--- config.mk ---
export PLATFORM = sky130hd
export DESIGN_NAME = xphy_training_arb
export DESIGN_NICKNAME = d
export VERILOG_FILES = /design/src/rtl/xphy_training_arb.sv
export SDC_FILE = /design/constraint.sdc
export NUM_CORES = 1
export LEC_CHECK = 0
export ABC_AREA = 1
export BUFFER_PORTS_ARGS = -buffer_cell sky130_fd_sc_hd__buf_2
export CORE_ASPECT_RATIO = 0.9
export CORE_UTILIZATION = 40
export DETAILED_ROUTE_END_ITERATION = 6
export PLACE_DENSITY_LB_ADDON = 0.1
export SYNTH_ARGS = -nofsm -noshare
export SYNTH_HDL_FRONTEND = slang
export SYNTH_SLANG_ARGS = --single-unit
--- constraint.sdc ---
create_clock -name clk156 -period 4.4 [get_ports clk156]
set_input_delay 0.22 -clock clk156 [delete_from_list [all_inputs] [get_ports clk156]]
set_output_delay 0.22 -clock clk156 [all_outputs]
set_load 0.01 [all_outputs]
--- src/rtl/xphy_training_arb.sv ---
// ---------------------------------------------------------------------------
// xphy_training_arb
// Arbitrates two requesters (req0 = host register bridge, req1 = link bring-up
// sequencer) onto the PCS/PMA training/management port. One access in flight
// at a time. Each access is bounded by a timeout, and a timeout is returned
// as an error.
//
// Ports
//   clk156, reset                 core clock, async active-high reset
//   reqN_valid/addr/rnw/wrdata/drp request from requester N (held until ack)
//   reqN_ack/rddata/err           one-cycle completion pulse with response
//   training_enable/addr/rnw/wrdata/ipif_cs/drp_cs   PHY-side request
//   training_rddata/rdack/wrack   PHY-side response
// ---------------------------------------------------------------------------
module xphy_training_arb #(
  parameter int unsigned C_TIMEOUT = 1023,
  parameter int unsigned C_RR      = 1
) (
  input  logic        clk156,
  input  logic        reset,
  input  logic        req0_valid,
  input  logic [20:0] req0_addr,
  input  logic        req0_rnw,
  input  logic [15:0] req0_wrdata,
  input  logic        req0_drp,
  output logic        req0_ack,
  output logic [15:0] req0_rddata,
  output logic        req0_err,
  input  logic        req1_valid,
  input  logic [20:0] req1_addr,
  input  logic        req1_rnw,
  input  logic [15:0] req1_wrdata,
  input  logic        req1_drp,
  output logic        req1_ack,
  output logic [15:0] req1_rddata,
  output logic        req1_err,
  output logic        training_enable,
  output logic [20:0] training_addr,
  output logic        training_rnw,
  output logic [15:0] training_wrdata,
  output logic        training_ipif_cs,
  output logic        training_drp_cs,
  input  logic [15:0] training_rddata,
  input  logic        training_rdack,
  input  logic        training_wrack
);

  localparam int unsigned ADDR_W = 21;
  localparam int unsigned DATA_W = 16;
  localparam int unsigned CNT_W  = 10;

  typedef enum logic [1:0] {S_IDLE, S_ISSUE, S_WAIT, S_DONE} state_t;

  state_t              r_state,      w_state;
  logic [CNT_W-1:0]    r_cnt,        w_cnt;
  logic                r_last_grant, w_last_grant;
  logic                r_grant,      w_grant;
  logic [ADDR_W-1:0]   r_addr,       w_addr;
  logic                r_rnw,        w_rnw;
  logic [DATA_W-1:0]   r_wrdata,     w_wrdata;
  logic                r_drp,        w_drp;
  logic                r_enable,     w_enable;
  logic                r_ipif_cs,    w_ipif_cs;
  logic                r_drp_cs,     w_drp_cs;
  logic                r_ack0,       w_ack0;
  logic                r_ack1,       w_ack1;
  logic [DATA_W-1:0]   r_rsp_data,   w_rsp_data;
  logic                r_rsp_err,    w_rsp_err;

  logic w_pick;
  logic w_complete;

  // Winner when leaving IDLE: alternate on contention in round-robin mode,
  // otherwise req0 has priority; a lone requester always wins.
  assign w_pick = (req0_valid && req1_valid) ? ((C_RR != 0) ? ~r_last_grant : 1'b0)
                                             : req1_valid;

  // Only the acknowledge matching the latched direction completes an access.
  assign w_complete = r_rnw ? training_rdack : training_wrack;

  // State and output registers.
  always_ff @(posedge clk156 or posedge reset) begin
    if (reset) begin
      r_state      <= S_IDLE;
      r_cnt        <= '0;
      r_last_grant <= 1'b1;
      r_grant      <= 1'b0;
      r_addr       <= '0;
      r_rnw        <= 1'b1;
      r_wrdata     <= '0;
      r_drp        <= 1'b0;
      r_enable     <= 1'b0;
      r_ipif_cs    <= 1'b0;
      r_drp_cs     <= 1'b0;
      r_ack0       <= 1'b0;
      r_ack1       <= 1'b0;
      r_rsp_data   <= '0;
      r_rsp_err    <= 1'b0;
    end else begin
      r_state      <= w_state;
      r_cnt        <= w_cnt;
      r_last_grant <= w_last_grant;
      r_grant      <= w_grant;
      r_addr       <= w_addr;
      r_rnw        <= w_rnw;
      r_wrdata     <= w_wrdata;
      r_drp        <= w_drp;
      r_enable     <= w_enable;
      r_ipif_cs    <= w_ipif_cs;
      r_drp_cs     <= w_drp_cs;
      r_ack0       <= w_ack0;
      r_ack1       <= w_ack1;
      r_rsp_data   <= w_rsp_data;
      r_rsp_err    <= w_rsp_err;
    end
  end

  // Next-state and next-output logic. The PHY-side strobes and the response
  // are updated on the WAIT->DONE transition so the ack is visible during DONE.
  always_comb begin
    w_state      = r_state;
    w_cnt        = r_cnt;
    w_last_grant = r_last_grant;
    w_grant      = r_grant;
    w_addr       = r_addr;
    w_rnw        = r_rnw;
    w_wrdata     = r_wrdata;
    w_drp        = r_drp;
    w_enable     = r_enable;
    w_ipif_cs    = r_ipif_cs;
    w_drp_cs     = r_drp_cs;
    w_ack0       = 1'b0;
    w_ack1       = 1'b0;
    w_rsp_data   = r_rsp_data;
    w_rsp_err    = r_rsp_err;

    case (r_state)
      S_IDLE: begin
        if (req0_valid || req1_valid) begin
          w_grant      = w_pick;
          w_last_grant = w_pick;
          w_addr       = w_pick ? req1_addr   : req0_addr;
          w_rnw        = w_pick ? req1_rnw    : req0_rnw;
          w_wrdata     = w_pick ? req1_wrdata : req0_wrdata;
          w_drp        = w_pick ? req1_drp    : req0_drp;
          w_state      = S_ISSUE;
        end
      end
      S_ISSUE: begin
        w_enable  = 1'b1;
        w_ipif_cs = ~r_drp;
        w_drp_cs  = r_drp;
        w_cnt     = '0;
        w_state   = S_WAIT;
      end
      S_WAIT: begin
        if (w_complete || (r_cnt == CNT_W'(C_TIMEOUT))) begin
          // Completion takes precedence over a coincident timeout.
          w_rsp_err  = ~w_complete;
          w_rsp_data = !w_complete ? 16'hFFFF : (r_rnw ? training_rddata : '0);
          w_enable   = 1'b0;
          w_ipif_cs  = 1'b0;
          w_drp_cs   = 1'b0;
          w_ack0     = ~r_grant;
          w_ack1     = r_grant;
          w_state    = S_DONE;
        end else begin
          w_cnt = r_cnt + CNT_W'(1);
        end
      end
      S_DONE: begin
        w_state = S_IDLE;
      end
      default: begin
        w_state = S_IDLE;
      end
    endcase
  end

  assign req0_ack         = r_ack0;
  assign req1_ack         = r_ack1;
  assign req0_rddata      = r_rsp_data;
  assign req1_rddata      = r_rsp_data;
  assign req0_err         = r_rsp_err;
  assign req1_err         = r_rsp_err;
  assign training_enable  = r_enable;
  assign training_addr    = r_addr;
  assign training_rnw     = r_rnw;
  assign training_wrdata  = r_wrdata;
  assign training_ipif_cs = r_ipif_cs;
  assign training_drp_cs  = r_drp_cs;

endmodule

# Word level (Yosys, flattened, before mapping)
# Cells that the tools add are included.
totals:
  ff_bits: 75
  out_inout_bits: 77
classes:
  n_reduce_logical: 10
  n_eq_ne: 7
  n_addsub: 1
  bitwise: 4
  n_mux: 21
op_table:
  columns: ["cell", "n"]
  rows:
  - ["16-bit two-way mux", 3]
  - ["21-bit two-way mux", 1]
  - ["10-bit one-hot mux with 2 select lines", 1]
  - ["10-bit by 1-bit adder with 10-bit output, second input constant", 1]
  - ["10-bit equality test, second input constant", 1]
  - ["10-bit two-way mux", 1]
  - ["2-bit AND reduction", 5]
  - ["1-bit two-way mux", 9]
  - ["2-bit one-hot mux with 4 select lines", 1]
  - ["2-bit != test, second input constant", 3]
  - ["1-bit one-hot mux with 2 select lines", 3]
  - ["2-bit equality test, second input constant", 2]
  - ["2-bit two-way mux", 2]
  - ["1-bit NOT", 4]
  - ["2-bit by 1-bit equality test with 1-bit output, second input constant", 1]
  - ["2-bit logical NOT", 1]
  - ["1-bit logical OR", 2]
  - ["2-bit nonzero test", 1]
  - ["1-bit logical AND", 1]

# Depth between registers and ports, before layout
depth:
  ltp_word: 4
  depth_mapped: 10

# Worst setup path before layout
# Ideal clock, no wire load.
synth_path:
  path_type: "reg-to-reg"
  from: "register r_rnw, in the netlist training_rnw"
  to: "register r_cnt[8]"
  path_buffers: 2
  path_stages_with_launch: 8
  slack_ns: 2.826
  setup_ns: 0.128
  t_arrival_ns: 1.446
  t_required_ns: 4.272
  synth_period_minus_slack_ns: 1.574
  cell_sequence: "dfstp_2 -> buf_6 -> inv_1 -> o21ai_4 -> nand3_2 -> buf_4 -> nand3_1 -> o21ai_0"
synth_between:
  elab_chain_cells: 4
synth_lines:
  columns: ["item", "line", "rtl"]
  rows:
  - ["start: declaration", "59", "logic r_rnw, w_rnw;"]
  - ["start signal: assignment", "105", "r_rnw <= w_rnw;"]
  - ["1-bit two-way mux", "79", "assign w_complete = r_rnw ? training_rdack : training_wrack;"]
  - ["1-bit logical OR", "157", "if (w_complete || (r_cnt == CNT_W'(C_TIMEOUT))) begin"]
  - ["2-bit != test (no line)", null, null]
  - ["2-bit AND reduction (no line)", null, null]
  - ["end signal: assignment", "101", "r_cnt <= w_cnt;"]
  - ["end: declaration", "55", "logic [CNT_W-1:0] r_cnt, w_cnt;"]
# No other way between the ends.
# A chain may end at the register's enable or synchronous reset.

# Final worst setup path
layout_path:
  from: "register r_state[0]"
  to: "register r_wrdata[1], in the netlist training_wrdata[1]"
layout_between:
  elab_chain_cells: 2
layout_lines:
  columns: ["item", "line", "rtl"]
  rows:
  - ["start: declaration", "54", "state_t r_state, w_state;"]
  - ["start signal: assignment", "100", "r_state <= w_state;"]
  - ["2-bit logical NOT", "137", "case (r_state)"]
  - ["2-bit AND reduction (no line)", null, null]
  - ["end signal: assignment", "106", "r_wrdata <= w_wrdata;"]
  - ["end: declaration", "60", "logic [DATA_W-1:0] r_wrdata, w_wrdata;"]
# No other way between the ends.

==> impl_metrics.env <==
export IMPL_outcome="finished, final reports clean"
export IMPL_nets=689
export IMPL_arrival_ns=2.63
export IMPL_slew_viol_final=0
export IMPL_drtIter0Drc=99
export IMPL_yosysTopAreaCell="dfrtp_1"
export IMPL_htree_levels=3
export IMPL_dp_cells=692
export IMPL_fin_setup_tns_ns=0
export IMPL_holdBufCountCts=0
export IMPL_grt_max_degree=76
export IMPL_routedLengthMet1_um=3990
export IMPL_grt_ovfl_total=0
export IMPL_cts_tree="yes"
export IMPL_slowest_stage="nor2_4"
export IMPL_postCtsSetupRepairBufs=0
export IMPL_die_y_um=92.5
export IMPL_synth_cell_types=29
export IMPL_cts_resized=0
export IMPL_routedWlPerCell_um=12.5
export IMPL_final_cell_mix="buf_2 (176), nand2_1 (133), dfrtp_1 (73)"
export IMPL_drive_gt1_share_pct=35.9
export IMPL_hold_path_class="in2reg"
export IMPL_dp_hpwl_um=6240
export IMPL_crit_fanout=58
export IMPL_synthTopCellsByArea="dfrtp_1 (50%), nand2_1 (14%), a31oi_1 (6.4%)"
export IMPL_critPathLaunchType="flop"
export IMPL_dr_pass1_iters=5
export IMPL_period_share_pct=53.7
export IMPL_antenna_violating_nets_post_route=0
export IMPL_n_antenna_cell=0
export IMPL_yosysWarnings=0
export IMPL_clock_path_buffers=2
export IMPL_grt_util_all_layers_pct=19.7
export IMPL_synth_top_cell_area_share_pct=50.2
export IMPL_port_buffers=176
export IMPL_critPathRequiredTime_ns=4.66
export IMPL_p_total_uw=3130
export IMPL_cts_root_buf="clkbuf_8"
export IMPL_wl_met2_um=4080
export IMPL_setup_violations=0
export IMPL_rsz0062_at_grt="false"
export IMPL_via_count=3307
export IMPL_numCtsBuffers=9
export IMPL_gp_congestion=0.808
export IMPL_critical_path_class="reg2reg"
export IMPL_netlist_area_um2=3640
export IMPL_finalClockSkew_ns=0.00627
export IMPL_final_cells=707
export IMPL_critPathTopFamily="simple AND/OR/NAND/NOR gates"
export IMPL_core_area_um2=8690
export IMPL_worst_pin_slew_ns=1.23
export IMPL_route_detailed_drc=0
export IMPL_crit_top_cell="inv_1"
export IMPL_grt_pass1_wl_um=14500
export IMPL_synthCells=436
export IMPL_die_width_um=103
export IMPL_pin_count=177
export IMPL_area_delta_synth_final_pct=27.4
export IMPL_synth_seq_cells=75
export IMPL_finalHoldViolCount=0
export IMPL_clkTransAtPathRegs_ns=0.08
export IMPL_top_layer_used="met4"
export IMPL_num_fill_cells=867
export IMPL_p_leak_uw=0.00241
export IMPL_start_util_pct=41.9
export IMPL_slew_limit_headroom_pct=17.9
export IMPL_critPathMaxStageDelay_ns=0.87
export IMPL_cts_sinks=75
export IMPL_layout_commonest_cell="buf_2"
export IMPL_fin_crit_ns=2.36
export IMPL_dieArea_um2=9490
export IMPL_wirelength_um=8860
export IMPL_critPathBufInv=3
export IMPL_synth_avg_cell_area_um2=8.35
export IMPL_clk_insertion_delay_late_ns=0.35
export IMPL_crit_chain="inv_1, ha_1, inv_1, nor2_4, buf_4, nor2_1, a31oi_1"
export IMPL_worstSetupEndpointType="flop"
export IMPL_wl_met3_um=703
export IMPL_peakVddDrop_v=0.000307
export IMPL_synth_nets=541
export IMPL_cap_viol_max_count=0
export IMPL_first_global_vias=3158
export IMPL_std_cell_rows=32
export IMPL_fmax_mhz=423
export IMPL_p_per_area_nw_per_um2=674
export IMPL_antenna_found_initial=0
export IMPL_ys_seq_area_share_pct=51.6
export IMPL_avgViaCountPerCell=4.68
worst paths after layout:
check / startpoint / to / slack [ns] / depth (start not counted)
worst max register to register: r_state[0] / training_wrdata[1] / 2.04 / 7
min in group asynchronous: reset / training_addr[9] / 0.15 / 3
max in group asynchronous: reset / training_wrdata[0] / 3.65 / 3
worst max-delay path: r_state[0] / training_wrdata[1] / 2.04 / 7
worst min-delay path: req1_wrdata[13] / training_wrdata[13] / 0.11 / 3
worst min register to register: r_grant / req0_ack / 0.42 / 1
per-layer routing:
metal	up-vias	track usage [%]
li1	1706	-
met1	1477	25.0
met2	118	31.4
met3	6	7.62
met4	0	5.00
met5	-	0
cell usage after synthesis:
| master | count |
|---|---|
| nor2_2 | 1 |
| inv_1 | 18 |
| a21oi_1 | 17 |
| o21ai_0 | 19 |
| o21ai_4 | 1 |
| nor2_1 | 51 |
| dfrtp_1 | 73 |
| nand4_1 | 1 |
| a31oi_1 | 37 |
| dfstp_2 | 2 |
| buf_6 | 3 |
| nand2_2 | 2 |
| nand2_1 | 133 |
| nand3_1 | 16 |
| or2_4 | 1 |
| buf_4 | 18 |
| ha_1 | 5 |
| or2_2 | 1 |
| buf_8 | 1 |
| o21ai_1 | 2 |
| o21ai_2 | 5 |
| clkbuf_1 | 15 |
| o21a_1 | 1 |
| xor2_1 | 2 |
| nand3_2 | 2 |
| buf_2 | 5 |
| nand3b_1 | 1 |
| o22ai_1 | 2 |
| xnor2_1 | 1 |
tightest hold or removal path: cells and delay by family:
family          cells  cell delay [ns]
buf+inv             1             0.09
compound gates      1             0.06
simple gates        1             0.05
kinds of logic after synthesis:
group           count (synthesis)  share of synthesized area (%)
compound gates                 84                           13.8
xor+xnor                        3                          0.722
fa+ha+maj                       5                           1.72
buf+inv                        60                           9.14
flops                          75                           51.6
simple gates                  209                           23.0
flip-flops by register name (all words and copies together) (netlist names):
name / flops
training_addr: 21
req0_rddata: 16
training_wrdata: 16
r_cnt: 10
r_state: 2
r_drp: 1
r_grant: 1
r_last_grant: 1
req0_ack: 1
req0_err: 1
req1_ack: 1
training_drp_cs: 1
training_enable: 1
training_ipif_cs: 1
training_rnw: 1
where the power goes:
part / switching [uW] / internal, uW / leakage (uW) / total [uW]
logic: 829 / 555 / 0.00142 / 1380
registers: 198 / 1000 / 0.000893 / 1200
clock network: 253 / 289 / 0.0000974 / 542
total: 1280 / 1850 / 0.00241 / 3130
through the flow:
| stage | hold WS (ns) | util, % | cell area, um^2 | setup slack (ns) |
|---|---|---|---|---|
| after floorplan | 0.367 | - | 3640 | 2.27 |
| after global placement | 0.410 | 51.1 | 4440 | 2.09 |
| after detailed placement | 0.423 | 51.1 | 4440 | 2.02 |
| after CTS | 0.0982 | 53.4 | 4640 | 2.01 |
| after global routing | 0.0938 | 53.4 | 4640 | 1.76 |
| final | 0.112 | 53.4 | 4640 | 2.04 |
cell type report:
class	instances	area [um^2]	area share, %
clock buffer	11	151	3.26
clock inverter	4	50.0	1.08
inverter	18	68.8	1.48
multi-input combinational	301	1440	31.0
sequential	75	1880	40.5
tap	119	149	3.21
timing repair buffer	179	903	19.5
Power figures use the tool's default switching activity.
